## config.mk

```make
export PLATFORM = sky130hd
export DESIGN_NAME = inst_sequencer
export DESIGN_NICKNAME = d
export VERILOG_FILES = /design/src/rtl/inst_sequencer_pkg.sv /design/src/rtl/inst_sequencer.sv
export SDC_FILE = /design/constraint.sdc
export NUM_CORES = 1
export LEC_CHECK = 0
export CORE_MARGIN = 4
export CORE_UTILIZATION = 48
export CTS_CLUSTER_SIZE = 25
export DETAILED_ROUTE_END_ITERATION = 10
export PLACE_DENSITY = 0.82
export SYNTH_ARGS = -nofsm -noshare
export SYNTH_HDL_FRONTEND = slang
export SYNTH_SLANG_ARGS = --single-unit
```

## constraint.sdc

```tcl
create_clock -name clk -period 4.15 [get_ports clk]
set_input_delay 0.83 -clock clk [delete_from_list [all_inputs] [get_ports clk]]
set_output_delay 0.83 -clock clk [all_outputs]
set_load 0.01 [all_outputs]
```

## src/rtl/inst_sequencer_pkg.sv

```systemverilog
// Shared definitions for the instruction sequencer, the execution core and
// their testbenches: IR field positions, opcode values and FSM encodings.
package inst_sequencer_pkg;

  localparam int unsigned SEQ_ADDR_W = 4;
  localparam int unsigned IR_W       = 32;

  // IR field positions (rsrc2 and imm overlap; imm_mode selects which is used)
  localparam int unsigned OPER_MSB     = 31;
  localparam int unsigned OPER_LSB     = 27;
  localparam int unsigned RDST_MSB     = 26;
  localparam int unsigned RDST_LSB     = 22;
  localparam int unsigned RSRC1_MSB    = 21;
  localparam int unsigned RSRC1_LSB    = 17;
  localparam int unsigned IMM_MODE_BIT = 16;
  localparam int unsigned RSRC2_MSB    = 15;
  localparam int unsigned RSRC2_LSB    = 11;
  localparam int unsigned IMM_MSB      = 15;
  localparam int unsigned IMM_LSB      = 0;

  // Opcode values understood by the core; OP_HALT is consumed by the sequencer
  localparam logic [4:0] OP_MOV  = 5'd0;
  localparam logic [4:0] OP_ADD  = 5'd1;
  localparam logic [4:0] OP_SUB  = 5'd2;
  localparam logic [4:0] OP_MUL  = 5'd3;
  localparam logic [4:0] OP_HALT = 5'b11111;

  typedef enum logic [2:0] {
    ST_IDLE   = 3'd0,
    ST_FETCH  = 3'd1,
    ST_WAIT   = 3'd2,
    ST_ISSUE  = 3'd3,
    ST_HALTED = 3'd4
  } seq_state_e;

  // Extract the opcode field of an instruction word
  function automatic logic [4:0] oper_type_of(input logic [IR_W-1:0] word);
    return word[OPER_MSB:OPER_LSB];
  endfunction

endpackage

```

## src/rtl/inst_sequencer.sv

```systemverilog
// Instruction fetch/issue sequencer: fetches words from a 1-cycle synchronous
// instruction memory, hands each one to the core with an ir_valid/core_done
// handshake, advances or redirects the pc, and stops on the HALT opcode.
module inst_sequencer
  import inst_sequencer_pkg::*;
#(
  parameter int unsigned ADDR_W  = SEQ_ADDR_W,
  parameter logic [4:0]  HALT_OP = OP_HALT
) (
  input  logic              clk,
  input  logic              sys_rst_n,
  input  logic              start,
  output logic [ADDR_W-1:0] imem_addr,
  input  logic [31:0]       imem_rdata,
  output logic [31:0]       ir,
  output logic              ir_valid,
  input  logic              core_done,
  input  logic              jmp_en,
  input  logic [ADDR_W-1:0] jmp_addr,
  output logic [ADDR_W-1:0] pc,
  output logic              busy,
  output logic              halted
);

  localparam logic [ADDR_W-1:0] PC_STEP = ADDR_W'(1);

  seq_state_e        state_r;
  seq_state_e        state_s;
  logic [ADDR_W-1:0] pc_r;
  logic [ADDR_W-1:0] pc_s;
  logic [31:0]       ir_r;
  logic [31:0]       ir_s;
  logic              ir_valid_r;
  logic              busy_r;
  logic              halted_r;

  // State register
  always_ff @(posedge clk or negedge sys_rst_n) begin
    if (!sys_rst_n) begin
      state_r <= ST_IDLE;
    end else begin
      state_r <= state_s;
    end
  end

  // Next-state, next-pc and next-ir decode
  always_comb begin
    state_s = state_r;
    pc_s    = pc_r;
    ir_s    = ir_r;
    case (state_r)
      ST_IDLE, ST_HALTED: begin
        if (start) begin
          state_s = ST_FETCH;
          pc_s    = '0;
        end else begin
          state_s = state_r;
        end
      end
      ST_FETCH: begin
        state_s = ST_WAIT;
      end
      ST_WAIT: begin
        // a HALT word is never presented to the core; ir keeps the last instruction
        if (oper_type_of(imem_rdata) == HALT_OP) begin
          state_s = ST_HALTED;
        end else begin
          ir_s    = imem_rdata;
          state_s = ST_ISSUE;
        end
      end
      ST_ISSUE: begin
        if (core_done) begin
          state_s = ST_FETCH;
          pc_s    = jmp_en ? jmp_addr : (pc_r + PC_STEP);
        end else begin
          state_s = ST_ISSUE;
        end
      end
      default: begin
        state_s = ST_IDLE;
        pc_s    = '0;
        ir_s    = '0;
      end
    endcase
  end

  // Registered datapath and status outputs, derived from the next state so they line up with it
  always_ff @(posedge clk or negedge sys_rst_n) begin
    if (!sys_rst_n) begin
      pc_r       <= '0;
      ir_r       <= 32'd0;
      ir_valid_r <= 1'b0;
      busy_r     <= 1'b0;
      halted_r   <= 1'b0;
    end else begin
      pc_r       <= pc_s;
      ir_r       <= ir_s;
      ir_valid_r <= (state_s == ST_ISSUE);
      busy_r     <= (state_s == ST_FETCH) || (state_s == ST_WAIT) || (state_s == ST_ISSUE);
      halted_r   <= (state_s == ST_HALTED);
    end
  end

  // Memory reads are side-effect free, so the address simply follows pc
  assign imem_addr = pc_r;
  assign pc        = pc_r;
  assign ir        = ir_r;
  assign ir_valid  = ir_valid_r;
  assign busy      = busy_r;
  assign halted    = halted_r;

endmodule

```

==> results of run 1 <==
==> sequential cells by signal (all words and copies together), names as in the netlist <==
register / cells
ir_valid: 1
imem_addr: 4
ir: 32
halted: 1
busy: 1
state_r: 3
==> cell usage after synthesis, types with 2 or more instances <==
cell	count
nand2b_1	3
and3_1	32
buf_2	7
o21ai_0	2
nand2_1	7
and2_1	32
buf_6	4
dfrtp_1	42
o211ai_1	2
o21a_1	2
a21oi_1	3
nor2_1	2
a22o_1	2
a221o_2	2
a221o_1	30
buf_4	5
clkbuf_1	8
==> cells by family (layout without fill, tap and decap cells) <==
| logic type | count (synthesis) | after routing | share of synthesized area |
|---|---|---|---|
| AOI/OAI and AO/OA | 51 | 51 | 0.208 |
| muxes | 1 | 1 | 0.00502 |
| buffers and inverters | 25 | 94 | 0.0676 |
| and+or+nand+nor | 88 | 88 | 0.245 |
| adders and majority gates | 1 | 1 | 0.00558 |
| DFF | 42 | 42 | 0.469 |
==> power groups by stage <==
stage          clock network, mW  logic, mW  registers, mW
2_1_floorplan                  0      0.596          0.791
3_3_place_gp                   0       1.11          0.751
3_5_place_dp                   0       1.14          0.758
4_1_cts                    0.407       1.14          0.755
5_1_grt                    0.424       1.23          0.787
6_report                   0.402       1.13          0.756
==> per-layer routing <==
layer / share of wire / vias to the layer above / global-route usage
li1: - / 915 / -
met4: 0.013 / 0 / 0.0616
met5: 0 / - / 0
met3: 0.047 / 6 / 0.0485
met2: 0.51 / 50 / 0.322
met1: 0.43 / 934 / 0.266
==> final timing paths <==
check	slack, ns	depth (start not counted)	endpoint	from
max in group asynchronous	2.92	1	ir[25]$_DFFE_PN0P_	sys_rst_n
min	0.54	1	ir[16]$_DFFE_PN0P_	ir[16]$_DFFE_PN0P_
min reg2reg	0.54	1	ir[16]$_DFFE_PN0P_	ir[16]$_DFFE_PN0P_
min in group asynchronous	0.67	1	ir[18]$_DFFE_PN0P_	sys_rst_n
max reg2reg	2.36	4	ir[12]$_DFFE_PN0P_	state_r[2]$_DFF_PN0_
max	1.68	4	ir[0]$_DFFE_PN0P_	imem_rdata[30]
==> stage by stage <==
stage | hold WS, ns | util | instances
detailed placement | 0.519 | 0.675 | 321
finish | 0.540 | 0.707 | 329
global placement | 0.513 | 0.675 | 321
floorplan | 0.529 | - | 208
global route | 0.558 | 0.707 | 329
CTS | 0.543 | 0.707 | 329
==> cell type report <==
type / instances / area share
Tap cell: 52 / 0.0207
Clock inverter: 2 / 0.0191
Inverter: 1 / 0.00119
Sequential cell: 42 / 0.335
Clock buffer: 6 / 0.0263
Multi-Input combinational cell: 141 / 0.331
Timing Repair Buffer: 85 / 0.268
==> worst register-to-register path, cell delays in order (launching register included) <==
cell and delay (ns):
dfrtp_1 0.47, nand3b_1 0.21, o21ai_2 0.52, buf_4 0.35
a221o_1 0.19
==> metrics.csv, run 1 <==
metric,value,unit
Net Sw Power,0.794,mW
Power Density,729,mW/mm2
post-place setup slack,1.37,ns
RSZ-0062 raised after global routing,no,
ANT cells,0,
"commonest cells after routing, fill and taps aside","clkdlybuf4s50_1 (82), dfrtp_1 (42), and3_1 (32), and2_1 (32), a221o_1 (30)",
total power after layout,2.29,mW
DRT Pass-1 Iters,4,
CTS tree,yes,
Lkg Pwr,1.42,nW
DRC Markers,0,
"Seq/Total Area, Yosys",0.469,
worst-margin pin slew,1.11,ns
clk_lat worst skew,0.29,ns
largest net degree at the start of global routing,43,
final setup TNS,0,ns
WL per Instance,17.5,um
Multi-input gate area,0.00104,mm2
"most common cell after layout, fill and taps aside",clkdlybuf4s50_1,
CP Class,primary input to register,
post-CTS sizing,0,
Final WS setup,1.68,ns
layout cells sized above 1,0.0686,
ys async rst share,1.00,
GRT Residual Overflow,0,
Nets,318,
Syn-to-layout area delta,40.2,%
die area,0.00583,mm2
Reg area,0.00105,mm2
combinational share of power,0.494,
Slew Limit Fails,0,
clock network fraction of design power,0.175,
Ys Warns,0,
FMAX,405,MHz
Internal Power,1.50,mW
CP endpoint kind,register,
Max Cap Violations,0,
worst-path cell chain,"clkdlybuf4s50_1, nand3_2, or2_1, a221o_2",
number of port buffers,83,
status,finished clean,
Clock Tree Root,clkbuf_8,
largest cells by area after synthesis,"dfrtp_1 (47%), a221o_1 (13%), and2_1 (8.9%)",
Critical Path Start Type,primary input,
via count,1905,
clock tree buffer depth,2,
Post-synth EDFFs,0,
Mapped Nets,250,
critical path's largest stage delay,0.63,ns
switching part of the total,0.347,
post-synthesis cell area,0.00224,mm2
ys flop type,dfrtp_1,
gr usage total,0.200,
Antenna Violating Nets Remaining,0,
final-layout fill cell count,344,
FP Rows,24,
Flop pwr share,0.330,
"slowest stage cell, crit path",or2_1,
Worst EP arrival,2.65,ns
Tcrit/Tclk final,0.595,
"CTS clk-pin slew, worst paths",0.08,ns
setup bufs post-CTS,0,
gpl congestion,0.748,
via/cell ratio,5.79,
num ports,84,
Worst Path Max Fanout,32,
final WL,5750,um
core region area,0.00444,mm2
VDD IR max,0.403,mV
Chip Width,76.3,um
Final setup violation count,0,
Mapped Cells,208,
CP Buf/Inv Count,1,
number of global-route vias before repair,1904,
Post-CTS Hold Buffers,0,
final instance area,0.00314,mm2
area post-placement,0.00300,mm2
max_slew headroom,0.262,
worst endpoint required time,4.33,ns
Worst Hold Class,register to register,
Final Skew,0.00161,ns
DP HPWL,3860,um
Initial DRC Count,226,
CTS sink count,42,
Seq cells post-synth,42,
Post-Syn Area per Cell,10.8,um2
cell family with most CP delay,simple AND/OR/NAND/NOR gates,
Synth area leader,dfrtp_1,
first-pass GRT wire length,9610,um
Initial Util,0.504,
initial antenna violation count,0,
die height,76.3,um
"Distinct cells, synth",40,
Yosys top cell area share,0.469,
minimum clock period,2.47,ns
H-tree levels,2,
total CTS buffers,5,
count of final hold-check violations,0,
Power figures use the tool's default switching activity.
==> inputs of run 2 (changes only) <==
Settings changed: CORE_UTILIZATION 48 to 40, PLACE_DENSITY 0.82 to 0.72.
Clock period 4.15 ns to 2.1 ns, I/O delays scaled along.
==> run 2 against run 1 <==
Effect of this change: sequential power is 97% higher; critical path type is now register to primary output; highest routed layer unchanged; cell area is 3.3% higher; global-route usage is 3.1 points lower; routed wire length is 0.26% higher.
==> metrics.csv, run 2 (same netlist as run 1, synthesis figures left out) <==
metric,value,unit,change
CP Buf/Inv Count,1,,unchanged
final-layout fill cell count,452,,+31%
count of final hold-check violations,0,,unchanged
clk_lat worst skew,0.29,ns,about the same
via count,1972,,+3.5%
Initial DRC Count,126,,-44%
Post-CTS Hold Buffers,0,,unchanged
gpl congestion,0.833,,+11%
core region area,0.00527,mm2,+19%
worst endpoint required time,1.68,ns,-2.65 ns
FMAX,570,MHz,
critical path's largest stage delay,0.58,ns,-0.05 ns
initial antenna violation count,0,,unchanged
minimum clock period,1.75,ns,
post-CTS sizing,0,,unchanged
worst reg2reg setup slack,0.39,ns,-1.97 ns
gr usage total,0.169,,-0.0308
Net Sw Power,1.57,mW,+98%
clock tree buffer depth,2,,unchanged
RR Endpoint,ir[15]$_DFFE_PN0P_,,
ANT cells,0,,unchanged
"commonest cells after routing, fill and taps aside","clkdlybuf4s50_1 (82), dfrtp_1 (42), and3_1 (32), and2_1 (32), a221o_1 (30)",,
CP Class,register to primary output,,
reg2reg path depth,3,,-1
Chip Width,82.9,um,+8.5%
Flop pwr share,0.329,,about the same
area post-placement,0.00311,mm2,+3.7%
GRT Residual Overflow,0,,unchanged
largest net degree at the start of global routing,33,,-23%
final instance area,0.00325,mm2,+3.3%
H-tree levels,2,,unchanged
number of port buffers,83,,unchanged
"most common cell after layout, fill and taps aside",clkdlybuf4s50_1,,
DRC Markers,0,,unchanged
Lkg Pwr,1.46,nW,+3.1%
FF-to-FF Start,state_r[0]$_DFF_PN0_,,
status,finished clean,,
Power Density,1400,mW/mm2,+92%
"slowest stage cell, crit path",clkdlybuf4s50_1,,
combinational share of power,0.503,,+0.009
Final Skew,0.00691,ns,+0.00529 ns
Worst Path Max Fanout,7,,-78%
number of global-route vias before repair,2018,,+6.0%
num ports,84,,unchanged
total CTS buffers,5,,unchanged
setup bufs post-CTS,0,,unchanged
switching part of the total,0.346,,-0.000914
CP endpoint kind,primary output,,
Internal Power,2.97,mW,+99%
Clock Tree Root,clkbuf_8,,
"CTS clk-pin slew, worst paths",0.09,ns,about the same
DRT Pass-1 Iters,4,,unchanged
first-pass GRT wire length,9870,um,+2.7%
Critical Path Start Type,register,,
via/cell ratio,5.55,,-4.1%
RSZ-0062 raised after global routing,no,,
Tcrit/Tclk final,0.835,,
VDD IR max,0.680,mV,+69%
Worst Hold Class,primary input to asynchronous set/reset pin,,
Slew Limit Fails,0,,unchanged
worst-path cell chain,clkdlybuf4s50_1,,
final WL,5770,um,+0.26%
WL per Instance,16.3,um,-7.1%
clock network fraction of design power,0.168,,-0.007
cell family with most CP delay,buffers and inverters,,
Max Cap Violations,0,,unchanged
Reg area,0.00105,mm2,unchanged
die area,0.00686,mm2,+18%
Initial Util,0.425,,-0.0790
Worst EP arrival,1.33,ns,-1.32 ns
FP Rows,26,,+8.3%
Multi-input gate area,0.00104,mm2,+0.24%
Syn-to-layout area delta,44.9,%,
max reg flops,32,,unchanged
CTS tree,yes,,
die height,82.9,um,+8.5%
max_slew headroom,0.343,,+0.0806
Final setup violation count,0,,unchanged
CTS sink count,42,,unchanged
Antenna Violating Nets Remaining,0,,unchanged
worst-margin pin slew,0.984,ns,-0.122 ns
layout cells sized above 1,0.0982,,+0.0297
final setup TNS,0,ns,unchanged
DP HPWL,3940,um,+2.1%
Nets,326,,+2.5%
## run 2: changes by cell type in the layout (fill, tap and decap cells not counted)
cell,change
clkbuf_8,-1
nor2_1,-1
buf_12,+2
buf_4,+6
clkinv_4,+1
nor2_2,+1
## run 2: power groups by stage
stage | Sequential (mW) | Combinational [mW] | Clock [mW]
after global placement | 1.50 | 2.26 | 0
final | 1.49 | 2.28 | 0.765
after floorplan | 1.56 | 1.18 | 0
after global routing | 1.56 | 2.48 | 0.811
after detailed placement | 1.50 | 2.32 | 0
after CTS | 1.50 | 2.32 | 0.775
## run 2: worst max path at each step
stage | from | endpoint | slack [ns] | cells past startpoint
after floorplan | imem_addr[0]$_DFFE_PN0P_ | imem_addr[2]$_DFFE_PN0P_ | 0.66 | 4
after global placement | imem_rdata[27] | ir[1]$_DFFE_PN0P_ | 0.18 | 5
after detailed placement | imem_rdata[27] | ir[1]$_DFFE_PN0P_ | 0.14 | 5
after CTS | imem_addr[2]$_DFFE_PN0P_ | imem_addr[2] | 0.33 | 1
after global routing | state_r[0]$_DFF_PN0_ | ir[22]$_DFFE_PN0P_ | 0.23 | 3
final | imem_addr[0]$_DFFE_PN0P_ | imem_addr[0] | 0.35 | 1
## run 2: per-stage QoR
stage	instances	utilization	setup slack [ns]	hold slack, ns	power, mW
after floorplan	208	-	0.664	0.124	2.74
after global placement	347	0.590	0.179	0.323	3.75
after global routing	355	0.616	0.234	0.0267	4.85
after detailed placement	347	0.590	0.141	0.333	3.81
after CTS	355	0.616	0.333	0.0152	4.59
final	355	0.616	0.346	0.0119	4.54
## run 2: final cells by class
| class | instances | area share |
|---|---|---|
| Clock buffer | 5 | 0.0212 |
| Clock inverter | 3 | 0.0212 |
| Inverter | 1 | 0.00116 |
| Multi-Input combinational cell | 141 | 0.321 |
| Sequential cell | 42 | 0.324 |
| Tap cell | 70 | 0.0270 |
| Timing Repair Buffer | 93 | 0.285 |
## run 2: routing by layer
layer	wire length (um)	GRT usage
met5	0	0
met4	23	0.0312
met3	415	0.0436
met2	2620	0.269
met1	2710	0.235
==> variant 1: new RTL, flow settings as in run 1 <==
Add an input register stage for `start`, `imem_rdata`, `core_done`, `jmp_en` and `jmp_addr`; this delays them by one clock.
--- a/src/rtl/inst_sequencer.sv
+++ b/src/rtl/inst_sequencer.sv
@@ -24,4 +24,18 @@
 
   localparam logic [ADDR_W-1:0] PC_STEP = ADDR_W'(1);
+
+  logic start_q;
+  logic [31:0] imem_rdata_q;
+  logic core_done_q;
+  logic jmp_en_q;
+  logic [ADDR_W-1:0] jmp_addr_q;
+
+  always_ff @(posedge clk) begin
+    start_q      <= start;
+    imem_rdata_q <= imem_rdata;
+    core_done_q  <= core_done;
+    jmp_en_q     <= jmp_en;
+    jmp_addr_q   <= jmp_addr;
+  end
 
   seq_state_e        state_r;
@@ -51,5 +65,5 @@
     case (state_r)
       ST_IDLE, ST_HALTED: begin
-        if (start) begin
+        if (start_q) begin
           state_s = ST_FETCH;
           pc_s    = '0;
@@ -63,15 +77,15 @@
       ST_WAIT: begin
         // a HALT word is never presented to the core; ir keeps the last instruction
-        if (oper_type_of(imem_rdata) == HALT_OP) begin
+        if (oper_type_of(imem_rdata_q) == HALT_OP) begin
           state_s = ST_HALTED;
         end else begin
-          ir_s    = imem_rdata;
+          ir_s    = imem_rdata_q;
           state_s = ST_ISSUE;
         end
       end
       ST_ISSUE: begin
-        if (core_done) begin
+        if (core_done_q) begin
           state_s = ST_FETCH;
-          pc_s    = jmp_en ? jmp_addr : (pc_r + PC_STEP);
+          pc_s    = jmp_en_q ? jmp_addr_q : (pc_r + PC_STEP);
         end else begin
           state_s = ST_ISSUE;
Check against the original RTL: not equivalent (a bounded check fails within 4 cycles, from zero or initial values and one cycle with sys_rst_n low).
==> variant 1 against run 1 <==
  * Sequential power increased by 53%
  * Worst hold slack got worse by 0.031 ns
  * Final area increased by 27%
  * Utilization decreased by 3.5 points
  * Maximum frequency increased by 9.4%
  * Sequential share of layout area increased by 13 points
  * Area after synthesis increased by 30%
  * Total power increased by 29%
  * Sequential cell count increased by 39
  * Die area increased by 27%
  * Routed wire length increased by 1.5%
  * Worst setup slack improved by 0.21 ns
==> variant 1: results (changes against run 1) <==
Place
  – GPL Wtd Cong: 0.7502 (was 0.7484)
  – Dpl hpwl: 3.864 mm (was 3.860 mm)
  – Port buffer count: 83 (unchanged)
  – Dpl cell area: 3737 um2 (was 2999 um2)

Clocking
  – Clk Latency, worst-skew pair: 0.34 ns (was 0.29 ns)
  – Post-CTS Setup Bufs: 0 (unchanged)
  – H-tree depth: 3 (was 2)
  – CTS max path bufs: 2 (unchanged)
  – CTS Root Cell: clkbuf_8 (unchanged)
  – Clock-pin slew on the worst setup and hold paths: 0.08 ns (about the same)
  – Number of buffers created by CTS: 9 (was 5)
  – CTS-repair resized insts: 0 (unchanged)

Power
  – Worst vdd ir: 418.8 uV (was 403.0 uV)
  – P_leak: 1.596 nW (was 1.421 nW)
  – Overall power: 2.949 mW (was 2.289 mW)
  – Clk power: 0.679 mW (was 0.402 mW)
  – Internal power: 1.972 mW (was 1.496 mW)
  – Flop pwr share: 39.5% (was 33.0%)

Global routing
  – Number of global-route vias before repair: 2081 (was 1904)
  – Antenna violations before repair: 0 (unchanged)
  – Pin count of the biggest net entering global routing: 43 (unchanged)
  – First-pass GRT wire length: 9.922 mm (was 9.611 mm)
  – Gr usage total: 17.06% (was 19.99%)

Synthesis
  – Net Count, Synth: 285 (was 250)
  – Synth Area in Compound Gates: 20.11% (was 20.83%)
  – Netlist cell types: 33 (was 40)
  – Post-synth top cells: dfrtp_1, dfxtp_1, a21oi_1, nor2b_1, o2bb2ai_1 (was dfrtp_1, and2_1, and3_1, a221o_1, clkbuf_1)
  – Post-synthesis mux area share: 0.6861% (was 0.5025%)
  – Leading post-synthesis cells by cell area: dfrtp_1, dfxtp_1, o2bb2ai_1, nor2b_1, a21oi_1 (was dfrtp_1, a221o_1, and2_1, and3_1, buf_6)
  – Xor/xnor share of the synthesized area: 0.3002% (was 0%)
  – Sequential fraction of the synthesis area: 62.78% (was 46.90%)
  – Predominant post-synthesis flop cell: dfrtp_1 (unchanged)
  – Yosys warnings: 0 (unchanged)
  – Async SR Flop Fraction: 51.85% (was 100.0%)
  – Adder-cell share of the synthesized area: 0.4288% (was 0.5583%)

Setup path
  – CP max FO: 32 (unchanged)
  – Worst Path Arrival: 2.52 ns (was 2.65 ns)
  – CP startpoint kind: register (was input port)
  – Worst reg2reg path startpoint: state_r[1] (was state_r[2])

Route
  – Iter 0 DRT Violations: 141 (was 226)
  – Avg WL per Cell: 14.64 um (was 17.49 um)
  – Pre-Repair DR Iteration Count: 4 (unchanged)
  – Routed vias/inst: 5.105 (was 5.790)

Cells and area
  – Fillcell total: 446 (was 344)
  – Ant diodes: 0 (unchanged)
  – NumNets Final: 361 (was 318)
  – Share of layout cells above drive strength 1: 8.025% (was 6.859%)

Min path
  – Worst Hold Class: reg2reg (unchanged)
  – Hold_sp: ir[1] (was ir[16])

Timing
  – Setup Skew: 0.006277 ns (was 0.001612 ns)
  – Worst-margin pin slew: 0.9504 ns (was 1.106 ns)

Outcome
  – Status: completed (unchanged)
-- variant 1: cell count changes after synthesis, moves of 3 or more --
cell and delta:
dfxtp_1 +39, a21oi_1 +32, o2bb2ai_1 +32, and2_1 -31, and3_1 -31, nor2b_1 +31
a221o_1 -30, clkbuf_1 -5, buf_6 -4, buf_4 +3, nor2_1 +3
-- variant 1: final timing paths --
check / end / slack, ns / depth (start not counted)
max: ir[4] / 1.89 / 5
max reg2reg: ir[4] / 1.89 / 5
min: ir[1] / 0.51 / 1
min in group asynchronous: ir[9] / 0.64 / 1
max in group asynchronous: ir[27] / 2.93 / 1
min reg2reg: ir[1] / 0.51 / 1
-- variant 1: metal layers --
layer  routed length [um]  vias up  share of wire [%]  global-route usage, %
li1                     -     1005                  -                      -
met1                 2583      952                 44                  20.90
met2                 2792       73                 48                  28.31
met4                   55        0               0.94                  4.748
met3                  412        7                7.1                  6.244
met5                    0        -                  0                      0
-- variant 1: final cells by class --
class	instances	share of cell area (%)
tap	75	2.358
multi-input combinational	141	24.31
clock inverter	7	2.956
timing repair buffer	85	21.13
inverter	1	0.09434
clock buffer	9	3.113
sequential	81	46.04
-- variant 1: per-stage QoR --
| stage | setup slack [ns] | hold WS [ns] | utilization, % | std cells |
|---|---|---|---|---|
| after detailed placement | 1.857 | 0.4962 | 63.12 | 383 |
| after CTS | 1.844 | 0.5143 | 67.20 | 399 |
| final | 1.891 | 0.5092 | 67.20 | 399 |
| after global routing | 1.653 | 0.5324 | 67.20 | 399 |
| after floorplan | 2.724 | 0.4566 | - | 243 |
| after global placement | 1.961 | 0.4873 | 63.12 | 383 |
-- variant 1: worst max-delay path: stages, from the launching register on --
cell and delay, ns:
dfrtp_1 0.61, buf_4 0.38, nand2b_4 0.10, a31oi_4 0.70
a21oi_1 0.17, o2bb2ai_1 0.19
==> variant 2: new RTL, flow settings as in run 1 <==
Without the edit above. Change the package constant `SEQ_ADDR_W` from 4 to 5.
--- a/src/rtl/inst_sequencer_pkg.sv
+++ b/src/rtl/inst_sequencer_pkg.sv
@@ -3,5 +3,5 @@
 package inst_sequencer_pkg;
 
-  localparam int unsigned SEQ_ADDR_W = 4;
+  localparam int unsigned SEQ_ADDR_W = 5;
   localparam int unsigned IR_W       = 32;
 
Interface: changed (resized imem_addr, jmp_addr and pc); port bits go from 84 to 87. No check against the original RTL was run, so the function may have changed too.
==> variant 2 against run 1 <==
  * Die area rose by 6.7%
  * Critical path type unchanged
  * Sequential cell count increased by 1
  * Worst setup slack lost 0.33 ns
  * Non-clock buffer count increased by 3
  * Final cell count increased by 6.7%
  * Total power down 2.7%
  * Clock skew is 0.0057 ns higher
  * Area after synthesis is 7.5% higher
  * Combinational power rose by 4%
  * Final area increased by 4.8%
  * Routed wire length grew 1.6%
  * Sequential power rose by 2.8%
==> variant 2: results (changes against run 1) <==
Place
  – Dpl hpwl: 3.893 mm (was 3.860 mm)
  – Port buffer count: 86 (was 83)
  – Dpl cell area: 3207 um2 (was 2999 um2)
  – Pre-CTS setup slack: 1.055 ns (was 1.375 ns)
  – GPL Wtd Cong: 0.7876 (was 0.7484)

Synthesis
  – Sequential fraction of the synthesis area: 44.68% (was 46.90%)
  – Leading post-synthesis cells by cell area: dfrtp_1, o2111a_1, a211o_1, and2_1, buf_4 (was dfrtp_1, a221o_1, and2_1, and3_1, buf_6)
  – Netlist cell types: 41 (was 40)
  – Yosys warnings: 0 (unchanged)
  – Net Count, Synth: 259 (was 250)
  – Post-synth top cells: dfrtp_1, and2_1, a211o_1, o2111a_1, buf_2 (was dfrtp_1, and2_1, and3_1, a221o_1, clkbuf_1)

Clocking
  – CTS-repair resized insts: 0 (unchanged)
  – CTS Root Cell: clkbuf_8 (unchanged)
  – H-tree depth: 2 (unchanged)
  – Clock-pin slew on the worst setup and hold paths: 0.09 ns
  – Number of buffers created by CTS: 5 (unchanged)

Route
  – DR vias: 2037 (was 1905)
  – Pre-Repair DR Iteration Count: 4 (unchanged)
  – Routed wire length: 5.848 mm (was 5.754 mm)
  – Iter 0 DRT Violations: 118 (was 226)

Global routing
  – Gr usage total: 19.20% (was 19.99%)
  – Pin count of the biggest net entering global routing: 44 (was 43)
  – Antenna violations before repair: 0 (unchanged)
  – Number of global-route vias before repair: 1918 (was 1904)
  – First-pass GRT wire length: 9.611 mm (unchanged)

Cells and area
  – Share of layout cells above drive strength 1: 7.042% (was 6.859%)
  – NumNets Final: 326 (was 318)
  – Ant diodes: 0 (unchanged)
  – Largest register FFs: 32 (unchanged)

Setup path
  – CP max FO: 31 (was 32)
  – Largest stage delay on the critical path: 0.98 ns (was 0.63 ns)
  – Reg2Reg Depth: 3 (was 4)
  – Slowest cell on the critical path: o31ai_4 (was or2_1)
  – Worst Path Arrival: 3.04 ns (was 2.65 ns)

Outcome
  – Status: completed (unchanged)

Power
  – P_leak: 1.475 nW (was 1.421 nW)
  – Worst vdd ir: 372.0 uV (was 403.0 uV)

Min path
  – Hold Path Stages: 1 (unchanged)

Timing
  – Setup Skew: 0.007351 ns (was 0.001612 ns)
  – Worst-margin pin slew: 1.104 ns (was 1.106 ns)
-- variant 2: changes by cell type after synthesis, sizes merged, moves of 3 or more --
cell	run 1	this run
a211o	1	27
and3	33	5
a221o	32	4
a21o	0	3
buf	16	20
o2111a	0	27
-- variant 2: path summary, 6_finish.rpt --
check | start | slack, ns | to
setup / recovery | imem_rdata[27] | 1.35 | ir[18]
hold / removal | ir[5] | 0.51 | ir[5]
setup reg to reg | state_r[0] | 2.07 | imem_addr[2]
hold reg to reg | ir[5] | 0.51 | ir[5]
max in group asynchronous | sys_rst_n | 2.86 | ir[23]
min in group asynchronous | sys_rst_n | 0.68 | halted
-- variant 2: power by group --
part / internal, mW / switching (mW) / leakage [nW]
logic: 0.672 / 0.510 / 0.896
registers: 0.607 / 0.170 / 0.538
clock network: 0.118 / 0.151 / 0.0412
total: 1.40 / 0.831 / 1.47
-- variant 2: cells by family (layout without fill, tap and decap cells) --
| group | after synthesis | in the layout | share of synthesized area (%) |
|---|---|---|---|
| AO/OA/AOI/OAI | 81 | 81 | 31.53 |
| XOR/XNOR | 1 | 1 | 0.3637 |
| adder cells (fa/ha/maj) | 1 | 1 | 0.5194 |
| buffers and inverters | 30 | 98 | 7.168 |
| flip-flops | 43 | 43 | 44.68 |
| multiplexers | 1 | 1 | 0.4675 |
| AND/OR/NAND/NOR | 59 | 59 | 15.27 |
-- variant 2: layer usage --
metal / share of wire (%) / wire length [um] / global-route usage (%)
met1: 47 / 2733 / 27.80
met2: 46 / 2699 / 28.78
met3: 6.0 / 352 / 4.762
met4: 1.0 / 61 / 4.983
met5: 0 / 0 / 0
-- variant 2: layout make-up --
class / count / area, um2
fill: 365 / 1494
clock inverter: 2 / 12.51
clock buffer: 6 / 72.57
sequential: 43 / 1076
inverter: 2 / 7.507
multi-input combinational: 143 / 1169
timing repair buffer: 88 / 870.8
tap: 67 / 83.83
-- variant 2: stage by stage --
stage | power [mW] | hold WS (ns) | std cells | util [%]
final | 2.228 | 0.5126 | 351 | 68.78
after global routing | 2.379 | 0.5351 | 351 | 68.78
after CTS | 2.242 | 0.5126 | 351 | 68.78
after detailed placement | 1.974 | 0.4932 | 343 | 67.01
after global placement | 1.946 | 0.4859 | 343 | 67.01
after floorplan | 1.482 | 0.5321 | 216 | -
-- variant 2: worst max-delay path: cells and delay by family --
family          cells  cell delay [ns]
buf+inv             3             1.09
compound gates      2             1.11
